## config.mk

```make
export PLATFORM = sky130hd
export DESIGN_NAME = io_1_serial_tx
export DESIGN_NICKNAME = d
export VERILOG_FILES = /design/src/rtl/io_1_serial_tx.sv
export SDC_FILE = /design/constraint.sdc
export NUM_CORES = 1
export LEC_CHECK = 0
export CAP_MARGIN = 0
export CORE_ASPECT_RATIO = 0.75
export CORE_UTILIZATION = 56
export DETAILED_ROUTE_END_ITERATION = 7
export GPL_TIMING_DRIVEN = 0
export PLACE_DENSITY = 0.83
export SLEW_MARGIN = 20
export SYNTH_ARGS = -nofsm -noshare
export SYNTH_HDL_FRONTEND = slang
export SYNTH_SLANG_ARGS = --single-unit
```

## constraint.sdc

```tcl
create_clock -name UserCLK -period 2.98 [get_ports UserCLK]
set_input_delay 0.745 -clock UserCLK [delete_from_list [all_inputs] [get_ports UserCLK]]
set_output_delay 0.745 -clock UserCLK [all_outputs]
set_load 0.03 [all_outputs]
```

## src/rtl/io_1_serial_tx.sv

```systemverilog
// Framed serial transmitter for the W_IO pad: start bit, LSB-first data, optional even parity,
// stop bit. Drives the pad only during a frame and flags pad readback mismatches.
module io_1_serial_tx #(
  parameter int unsigned WIDTH  = 8,
  parameter int unsigned CLKDIV = 4,
  parameter int unsigned PARITY = 0
) (
  input  logic             UserCLK,
  input  logic             UserRSTn,
  input  logic [WIDTH-1:0] D,
  input  logic             VALID,
  output logic             READY,
  output logic             BUSY,
  output logic             COLLISION,
  output logic             I_top,
  output logic             T_top,
  input  logic             O_top
);

  localparam int unsigned DivW = $clog2(CLKDIV);
  localparam int unsigned BitW = $clog2(WIDTH + 1);
  localparam logic [DivW-1:0] DivLast = DivW'(CLKDIV - 1);
  localparam logic [BitW-1:0] BitLast = BitW'(WIDTH - 1);

  typedef enum logic [2:0] {StIdle, StStart, StData, StPar, StStop} state_e;

  state_e           state_q, state_d;
  logic [DivW-1:0]  div_q, div_d;
  logic [BitW-1:0]  bit_q, bit_d;
  logic [WIDTH-1:0] shift_q, shift_d;
  logic             par_q, par_d;
  logic             coll_q, coll_d;
  logic             o_q;
  logic             bit_end;

  always_ff @(posedge UserCLK or negedge UserRSTn) begin
    if (!UserRSTn) begin
      state_q <= StIdle;
      div_q   <= '0;
      bit_q   <= '0;
      shift_q <= '0;
      par_q   <= 1'b0;
      coll_q  <= 1'b0;
      o_q     <= 1'b1;
    end else begin
      state_q <= state_d;
      div_q   <= div_d;
      bit_q   <= bit_d;
      shift_q <= shift_d;
      par_q   <= par_d;
      coll_q  <= coll_d;
      o_q     <= O_top;
    end
  end

  always_comb begin
    state_d = state_q;
    div_d   = div_q;
    bit_d   = bit_q;
    shift_d = shift_q;
    par_d   = par_q;
    coll_d  = coll_q;
    I_top   = 1'b1;
    T_top   = 1'b1;
    READY   = 1'b0;
    bit_end = (div_q == DivLast);

    unique case (state_q)
      StIdle: begin
        T_top = 1'b0;
        READY = 1'b1;
      end
      StStart: I_top = 1'b0;
      StData:  I_top = shift_q[0];
      StPar:   I_top = par_q;
      StStop:  I_top = 1'b1;
      default: ;
    endcase

    if (state_q == StIdle) begin
      div_d = '0;
      if (VALID) begin
        shift_d = D;
        par_d   = ^D;
        coll_d  = 1'b0;
        bit_d   = '0;
        state_d = StStart;
      end
    end else begin
      div_d = bit_end ? '0 : div_q + 1'b1;
      // o_q lags the pad by one cycle, so compare only once the bit has settled
      if (bit_end && (o_q != I_top)) begin
        coll_d = 1'b1;
      end
      if (bit_end) begin
        unique case (state_q)
          StStart: state_d = StData;
          StData: begin
            shift_d = shift_q >> 1;
            if (bit_q == BitLast) begin
              bit_d   = '0;
              state_d = (PARITY != 0) ? StPar : StStop;
            end else begin
              bit_d = bit_q + 1'b1;
            end
          end
          StPar:   state_d = StStop;
          StStop:  state_d = StIdle;
          default: state_d = StIdle;
        endcase
      end
    end
  end

  assign BUSY      = T_top;
  assign COLLISION = coll_q;

endmodule

```

==> flow_summary_export.csv, run 1 <==
group,metric,value,unit
power,vdd.ir_drop.worst,0.0003519,V
layout,antenna_cells,0,
synth,syn_inst,109,
place,placedCellCount,147,
sta,fin_crit_sh,94.82,%
layout,post_route_cells_drive_above_1_share,13.95,%
run,drv_cap,0,
place,pre_cts_slack,358.5,ps
sta,fin_crit,2826,ps
layout,instances_no_fill,151,
power,leakagePower,0.5851,nW
layout,final_common_cell,"dfrtp_1",
synth,async_flop_share,100.0,%
place,placed_cell_area,1265,sq um
sta,clock_skew,2.048,ps
power,total_power,0.4490,mW
sta,setup_ws,154.3,ps
floorplan,die_w,52.65,um
sta,rsz0062_at_grt,"no",
route,firstDrtPassIters,5,
place,post-dp-hpwl,1599,um
layout,layout.nets,144,
sta,hold_slack,474.6,ps
route,vias,838,
cts,cts_buffer_depth,2,
cts,htree_levels,1,
route,antenna_left,0,
global_route,grt_pass1_wl,3243,um
global_route,antenna_found_initial,0,
floorplan,dieArea,2105,sq um
cts,cts.sinks,20,
route,routed_wl,2149,um
layout,postLayoutCellArea,1294,sq um
sta,finalMaxSlewViolations,0,
place,port_buffers,16,
layout,final_util,72.97,%
sta,maxSlewHeadroom,41.86,%
layout,mostFrequentLayoutCells,"dfrtp_1 (19), clkdlybuf4s50_1 (15), nor2_1 (11), nand2_1 (11), o21ai_0 (8)",
layout,area_growth,20.09,%
worst_hold_path,hold_class,"reg -> reg",
floorplan,rows,13,
floorplan,core,1773,sq um
synth,synth_top_area_share,44.13,%
synth,ys_top_cells_by_area,"dfrtp_1 (44%), xnor2_1 (5.7%), mux2i_1 (5.6%), nand2_1 (3.8%), nor2_1 (3.8%)",
worst_setup_path,arrival,2080,ps
synth,yosys.area.top_type,"dfrtp_1",
worst_setup_path,endpoint_kind,"primary output",
synth,avgSynthCellArea,9.883,sq um
sta,tns,0,ps
layout,multi_input_area,485.5,sq um
sta,finalSetupViolations,0,
cts,cts_tree,"done",
layout,n_fill_cell,142,
route,drc,0,
synth,synth.distinct_cells,33,
cts,cts_inserted_buffers,3,
floorplan,io_pins,17,
synth,netlist_area,1077,sq um
route,drt-initial-drc-count,12,
worst_setup_path,startpoint_type,"register",
sta,hold_viol,0,
global_route,grt_pass1_vias,709,
synth,synth-seq-cells,20,
place,gp_congestion,0.7369,
synth,synth_fp_nets,123,
power,power.density,347.0,nW/um^2
synth,synth_edf_count,0,
route,routed_via_density,5.550,
layout,regArea,501.7,sq um
global_route,gr-total-overflow,0,
cts,cts.reportedPaths.clkPinSlew,110,ps
synth,ys_warn_count,0,
floorplan,initial_core_util,60.76,%
global_route,grt_usage,23.37,%
worst_setup_path,worstSetupPathType,"reg -> out",
sta,tightest_slew,869.4,ps
run_status,run_status,"finished clean",
synth,yosysSeqAreaShare,46.57,%
route,wl_per_cell,14.23,um
cts,cts-root-buf,"clkbuf_4",
worst_setup_path,crit_fanout,9,
sta,fmax,0.3539,GHz
worst_setup_path,cp.required,2240,ps
floorplan,dieHeight,39.99,um
synth,ys.flop_type,"dfrtp_1",
cts,clock_latency,310,ps
global_route,grt_start_max_net_pins,21,
==> registers in the layout, summed over array words and instances (netlist names) <==
register and count:
shift_q 8, bit_q 4, state_q 3, div_q 2
COLLISION 1, o_q 1, par_q 1
==> layer usage <==
metal	routed length, um	global-route usage, %	share of wire (%)
met5	0	0	0
met4	19	5.921	0.88
met3	116	7.955	5.4
met2	1014	37.66	47
met1	999	30.75	46
==> final timing paths <==
kind,cells past startpoint,to,from,slack [ps]
setup / recovery,5,T_top,state_q[0],150
hold / removal,1,div_q[0],div_q[0],470
setup reg to reg,7,shift_q[5],state_q[0],1340
hold reg to reg,1,div_q[0],div_q[0],470
max in group asynchronous,1,state_q[1],UserRSTn,1530
min in group asynchronous,1,bit_q[2],UserRSTn,920
==> power by group <==
part,internal (mW),switching [mW],leakage (nW)
registers,0.273,0.000405,0.246
logic,0.0235,0.0162,0.324
clock network,0.0523,0.0840,0.0150
total,0.348,0.101,0.585
==> Yosys cell counts (all sizes together), types with 2 or more instances <==
cell type,count
a21boi,2
a21oi,5
a22o,2
and2,3
buf,6
dfrtp,19
ha,2
inv,5
mux2i,6
nand2,11
nand3,5
nor2,11
o21ai,11
o22ai,2
xnor2,7
==> critical path, cell delays in order (launching register included) <==
cell and delay [ps]:
dfrtp_1 390, buf_4 160, or3_4 360, buf_6 160, buf_4 130, clkdlybuf4s50_1 580
==> cells by family (layout without fill, tap and decap cells) <==
logic type | count (synthesis) | count (layout) | share of synthesized area [%]
AND/OR/NAND/NOR | 35 | 35 | 15.68
AO/OA/AOI/OAI | 25 | 25 | 13.94
flip-flops | 20 | 20 | 46.57
buffers and inverters | 12 | 32 | 8.361
XOR/XNOR | 8 | 8 | 6.504
multiplexers | 7 | 7 | 6.620
adder cells (fa/ha/maj) | 2 | 2 | 2.323
==> area by class of cell <==
type / instances / area share [%]
plain buffers: 7 / 5.126
well taps: 22 / 2.128
repair buffers: 16 / 12.57
inverters: 5 / 1.838
clock buffers: 4 / 2.031
multi-input cells: 77 / 37.52
flip-flops and latches: 20 / 38.78
==> timing repair <==
item                                    4_1_cts  5_1_grt
endpoints found under the hold margin         0        0
setup buffers                                 0        0
endpoints found under the setup margin        0        1
gates resized for setup                       0        1
hold buffers                                  0        0
Power figures use the tool's default switching activity.
==> inputs of run 2 (changes only) <==
CORE_UTILIZATION = 52   (was 56)
PLACE_DENSITY = 0.78   (was 0.83)
clock period = 2.9 ns   (was 2.98 ns; I/O delays follow)
==> run 2 against run 1 <==
Global-route usage shrank 3.1 points. Sequential power grew 3%. Combinational power increased by 5.5%.
==> flow_summary_export.csv, run 2 (synthesis results as in run 1) <==
group,metric,value,unit
layout,area_growth,19.74,%
floorplan,dieHeight,41.42,um
cts,cts.reportedPaths.clkPinSlew,100,ps
place,gp_congestion,0.7712,
cts,clock_latency,300,ps
layout,antenna_cells,0,
place,post-dp-hpwl,1490,um
cts,cts_buffer_depth,2,
global_route,grt_pass1_vias,702,
floorplan,io_pins,17,
sta,tns,0,ps
cts,post-cts-setup-buffers,0,
layout,mostFrequentLayoutCells,"dfrtp_1 (19), clkdlybuf4s50_1 (15), nor2_1 (11), nand2_1 (11), o21ai_0 (8)",
route,routed_wl,1953,um
worst_setup_path,endpoint_kind,"primary output",
floorplan,rows,13,
run,drv_cap,0,
worst_setup_path,cp_slowest_cell,"clkdlybuf4s50_1",
sta,fin_crit_sh,96.16,%
worst_setup_path,crit_fanout,9,
route,drt-initial-drc-count,14,
route,vias,810,
cts,cts.sinks,20,
worst_setup_path,startpoint_type,"register",
sta,tightest_slew,862.2,ps
route,antenna_left,0,
floorplan,die_w,54.56,um
layout,reg_top3,"shift_q: 8 flops, bit_q: 4 flops, state_q: 3 flops",
cts,cts-root-buf,"clkbuf_4",
worst_setup_path,worst-path-buf-inv,4,
route,routed_via_density,5.364,
cts,cts_tree,"done",
power,leakagePower,0.5712,nW
global_route,grt_usage,20.29,%
global_route,antenna_found_initial,0,
sta,fin_crit,2789,ps
layout,post_route_cells_drive_above_1_share,13.95,%
route,wl_per_cell,12.93,um
layout,regMostFlops,"shift_q",
layout,final_common_cell,"dfrtp_1",
run_status,run_status,"finished clean",
power,vdd.ir_drop.worst,0.0003159,V
floorplan,core,1838,sq um
power,total_power,0.4547,mW
floorplan,dieArea,2260,sq um
worst_setup_path,critPathMostFrequentCell,"buf_4",
layout,largest_reg_flops,8,
worst_setup_path,cp.required,2170,ps
worst_hold_path,hold_class,"reg -> reg",
route,drc,0,
sta,fmax,0.3586,GHz
power,power.density,352.5,nW/um^2
worst_setup_path,arrival,2060,ps
worst_setup_path,worstSetupPathType,"reg -> out",
global_route,grt_pass1_wl,3215,um
sta,hold_viol,0,
place,port_buffers,16,
worst_setup_path,cp_top_family,"buffers and inverters",
worst_setup_path,crit_chain,"buf_4 > or3_4 > buf_6 > buf_4 > clkdlybuf4s50_1",
cts,htree_levels,1,
sta,clock_skew,5.748,ps
route,firstDrtPassIters,4,
cts,cts_inserted_buffers,3,
sta,maxSlewHeadroom,42.34,%
sta,finalSetupViolations,0,
floorplan,initial_core_util,58.61,%
global_route,grt_start_max_net_pins,21,
layout,layout.nets,144,
worst_setup_path,cpPeakStageDelay,570,ps
sta,finalMaxSlewViolations,0,
layout,n_fill_cell,159,
sta,rsz0062_at_grt,"no",
global_route,gr-total-overflow,0,
==> run 2: cell count changes in the layout (fill, tap and decap cells not counted), sizes merged <==
cell          delta
dlymetal6s2s     -1
dlygate4sd2      +1
==> run 2: final timing paths <==
kind	to	slack [ps]	startpoint	cells after the start
setup / recovery	T_top	110	state_q[0]	5
hold / removal	div_q[0]	440	div_q[0]	1
setup reg to reg	bit_q[2]	1270	state_q[0]	8
hold reg to reg	div_q[0]	440	div_q[0]	1
max in group asynchronous	shift_q[0]	1460	UserRSTn	1
min in group asynchronous	shift_q[6]	910	UserRSTn	1
==> run 2: layout make-up <==
class	instances	area, sq um	share of cell area [%]
Sequential cell	20	501.7	38.89
Multi-Input combinational cell	77	485.5	37.63
Timing Repair Buffer	16	158.9	12.32
Buffer	7	66.31	5.141
Tap cell	22	27.53	2.134
Clock buffer	4	26.28	2.037
Inverter	5	23.77	1.843
==> run 2: per-layer routing <==
layer	share of wire (%)	GRT usage, %	routed length [um]
met5	0	0	0
met4	0.97	4.615	19
met3	7.9	7.692	154
met2	43	27.56	836
met1	48	30.46	942
==> run 2: timing repair <==
item,4_1_cts,5_1_grt
setup endpoints to repair,1,0
hold buffers,0,0
resized for setup,1,0
==> run 2: stage by stage <==
stage	util [%]	hold slack, ps	setup WS [ps]	cells	cell area, sq um
floorplan	-	415.0	781.5	109	1077
global placement	68.82	425.6	314.0	147	1265
detailed placement	68.82	426.8	301.5	147	1265
CTS	70.18	441.8	93.61	151	1290
global route	70.18	481.7	35.17	151	1290
finish	70.18	436.1	111.4	151	1290
==> run 2: power breakdown <==
group,internal [mW],total (mW),switching (mW),leakage [nW]
registers,0.280,0.280,0.000353,0.246
logic,0.0242,0.0419,0.0177,0.310
clock network,0.0537,0.132,0.0788,0.0150
total,0.358,0.455,0.0969,0.571
==> inputs of run 3 (changes only) <==
CORE_ASPECT_RATIO = not set   (was 0.75)
SKIP_LAST_GASP = 1   (was not set)
TNS_END_PERCENT = 100   (was not set)
==> run 3 against run 2 <==
Die area about the same. Design area increased by 1.3%. Core utilization decreased by 3.6 points. Via count increased by 2.2%. Power increased by 7.1%.
==> flow_summary_export.csv, run 3 (synthesis results as in run 1) <==
group,metric,value,unit
sta,fin_crit,2819,ps
sta,maxSlewHeadroom,37.31,%
sta,setup_ws,80.66,ps
place,port_buffers,16,
worst_setup_path,crit_fanout,10,
global_route,met2_usage,38.36,%
layout,postLayoutCellArea,1306,sq um
layout,reg_top3,"shift_q: 8 flops, bit_q: 4 flops, state_q: 3 flops",
route,drt-initial-drc-count,7,
cts,ctsHoldBuffers,0,
global_route,grt_usage,21.52,%
worst_setup_path,worstSetupPathType,"reg -> out",
layout,final_common_cell,"dfrtp_1",
worst_setup_path,arrival,2090,ps
global_route,grt_pass1_vias,805,
layout,largest_reg_flops,8,
place,gp_congestion,0.7982,
run,drv_cap,0,
layout,post_route_cells_drive_above_1_share,14.73,%
sta,clock_skew,9.375,ps
worst_setup_path,cp.required,2170,ps
floorplan,dieHeight,47.52,um
cts,clock_latency,310,ps
route,wl_per_cell,13.16,um
layout,area_growth,21.25,%
power,leakagePower,0.5772,nW
power,vdd.ir_drop.worst,0.0003104,V
global_route,grt_start_max_net_pins,21,
floorplan,die_w,47.52,um
place,pre_cts_slack,290.9,ps
sta,tightest_slew,937.5,ps
cts,cts_inserted_buffers,3,
cts,post-cts-setup-buffers,0,
global_route,gr-total-overflow,0,
sta,tns,0,ps
layout,regMostFlops,"shift_q",
global_route,met1_usage,25.78,%
route,antenna_left,0,
power,power.density,372.9,nW/um^2
floorplan,initial_core_util,54.91,%
floorplan,core,1962,sq um
floorplan,rows,16,
floorplan,io_pins,17,
route,drc,0,
sta,hold_viol,0,
place,placed_cell_area,1271,sq um
cts,cts-root-buf,"clkbuf_4",
place,post-dp-hpwl,1499,um
global_route,antenna_found_initial,0,
route,routed_wl,2053,um
cts,cts.sinks,20,
sta,fin_crit_sh,97.22,%
sta,finalMaxSlewViolations,0,
run_status,run_status,"finished clean",
sta,finalSetupViolations,0,
cts,cts.reportedPaths.clkPinSlew,120,ps
sta,fmax,0.3547,GHz
worst_hold_path,hold_class,"reg -> reg",
global_route,grt_use_met3,2.264,%
sta,rsz0062_at_grt,"no",
global_route,gr-max-usage-layer,"met2",
floorplan,dieArea,2258,sq um
cts,cts_buffer_depth,2,
route,firstDrtPassIters,4,
worst_setup_path,endpoint_kind,"primary output",
cts,cts_tree,"done",
layout,antenna_cells,0,
route,vias,828,
worst_setup_path,startpoint_type,"register",
layout,layout.nets,144,
cts,htree_levels,1,
layout,mostFrequentLayoutCells,"dfrtp_1 (19), clkdlybuf4s50_1 (15), nor2_1 (11), nand2_1 (11), o21ai_0 (8)",
global_route,grt_pass1_wl,3298,um
route,routed_via_density,5.308,
cts,cts_resized,1,
[run 3: worst paths after layout]
check                           start    endpoint  slack [ps]  depth (start not counted)
max reg2reg                state_q[1]  shift_q[5]        1230                          7
min in group asynchronous    UserRSTn   COLLISION         920                          1
max                        state_q[1]       T_top          80                          5
min reg2reg                  div_q[0]    div_q[0]         450                          1
min                          div_q[0]    div_q[0]         450                          1
max in group asynchronous    UserRSTn    bit_q[2]        1390                          1
[run 3: per-stage QoR]
| step | instances | hold WS (ps) | utilization (%) | total power [mW] |
|---|---|---|---|---|
| after global routing | 156 | 472.7 | 66.58 | 0.5053 |
| after detailed placement | 152 | 433.8 | 64.80 | 0.3273 |
| final | 156 | 453.5 | 66.58 | 0.4871 |
| after floorplan | 109 | 415.0 | - | 0.3026 |
| after global placement | 152 | 425.2 | 64.80 | 0.3269 |
| after CTS | 156 | 450.5 | 66.58 | 0.4944 |
[run 3: worst max-delay path: stages (launching register included)]
cell	delay, ps
dfrtp_1	400
buf_6	140
or3_4	380
buf_6	160
buf_4	130
clkdlybuf4s50_1	580
[run 3: per-layer routing]
metal,wire (um),vias to the layer above
met5,0,-
met4,14,0
met3,61,2
met2,1045,14
met1,931,404
li1,-,408
[run 3: final cells by class]
type | instances | area, sq um
Multi-Input combinational cell | 77 | 485.5
Buffer | 7 | 66.31
Timing Repair Buffer | 16 | 158.9
Fill cell | 181 | 655.6
Clock buffer | 4 | 36.28
Tap cell | 27 | 33.78
Inverter | 5 | 23.77
Sequential cell | 20 | 501.7
[run 3: power breakdown]
group / internal (mW) / leakage (nW) / switching [mW] / total (mW)
clock network: 0.0767 / 0.0210 / 0.0891 / 0.166
logic: 0.0242 / 0.310 / 0.0169 / 0.0411
registers: 0.280 / 0.246 / 0.000270 / 0.280
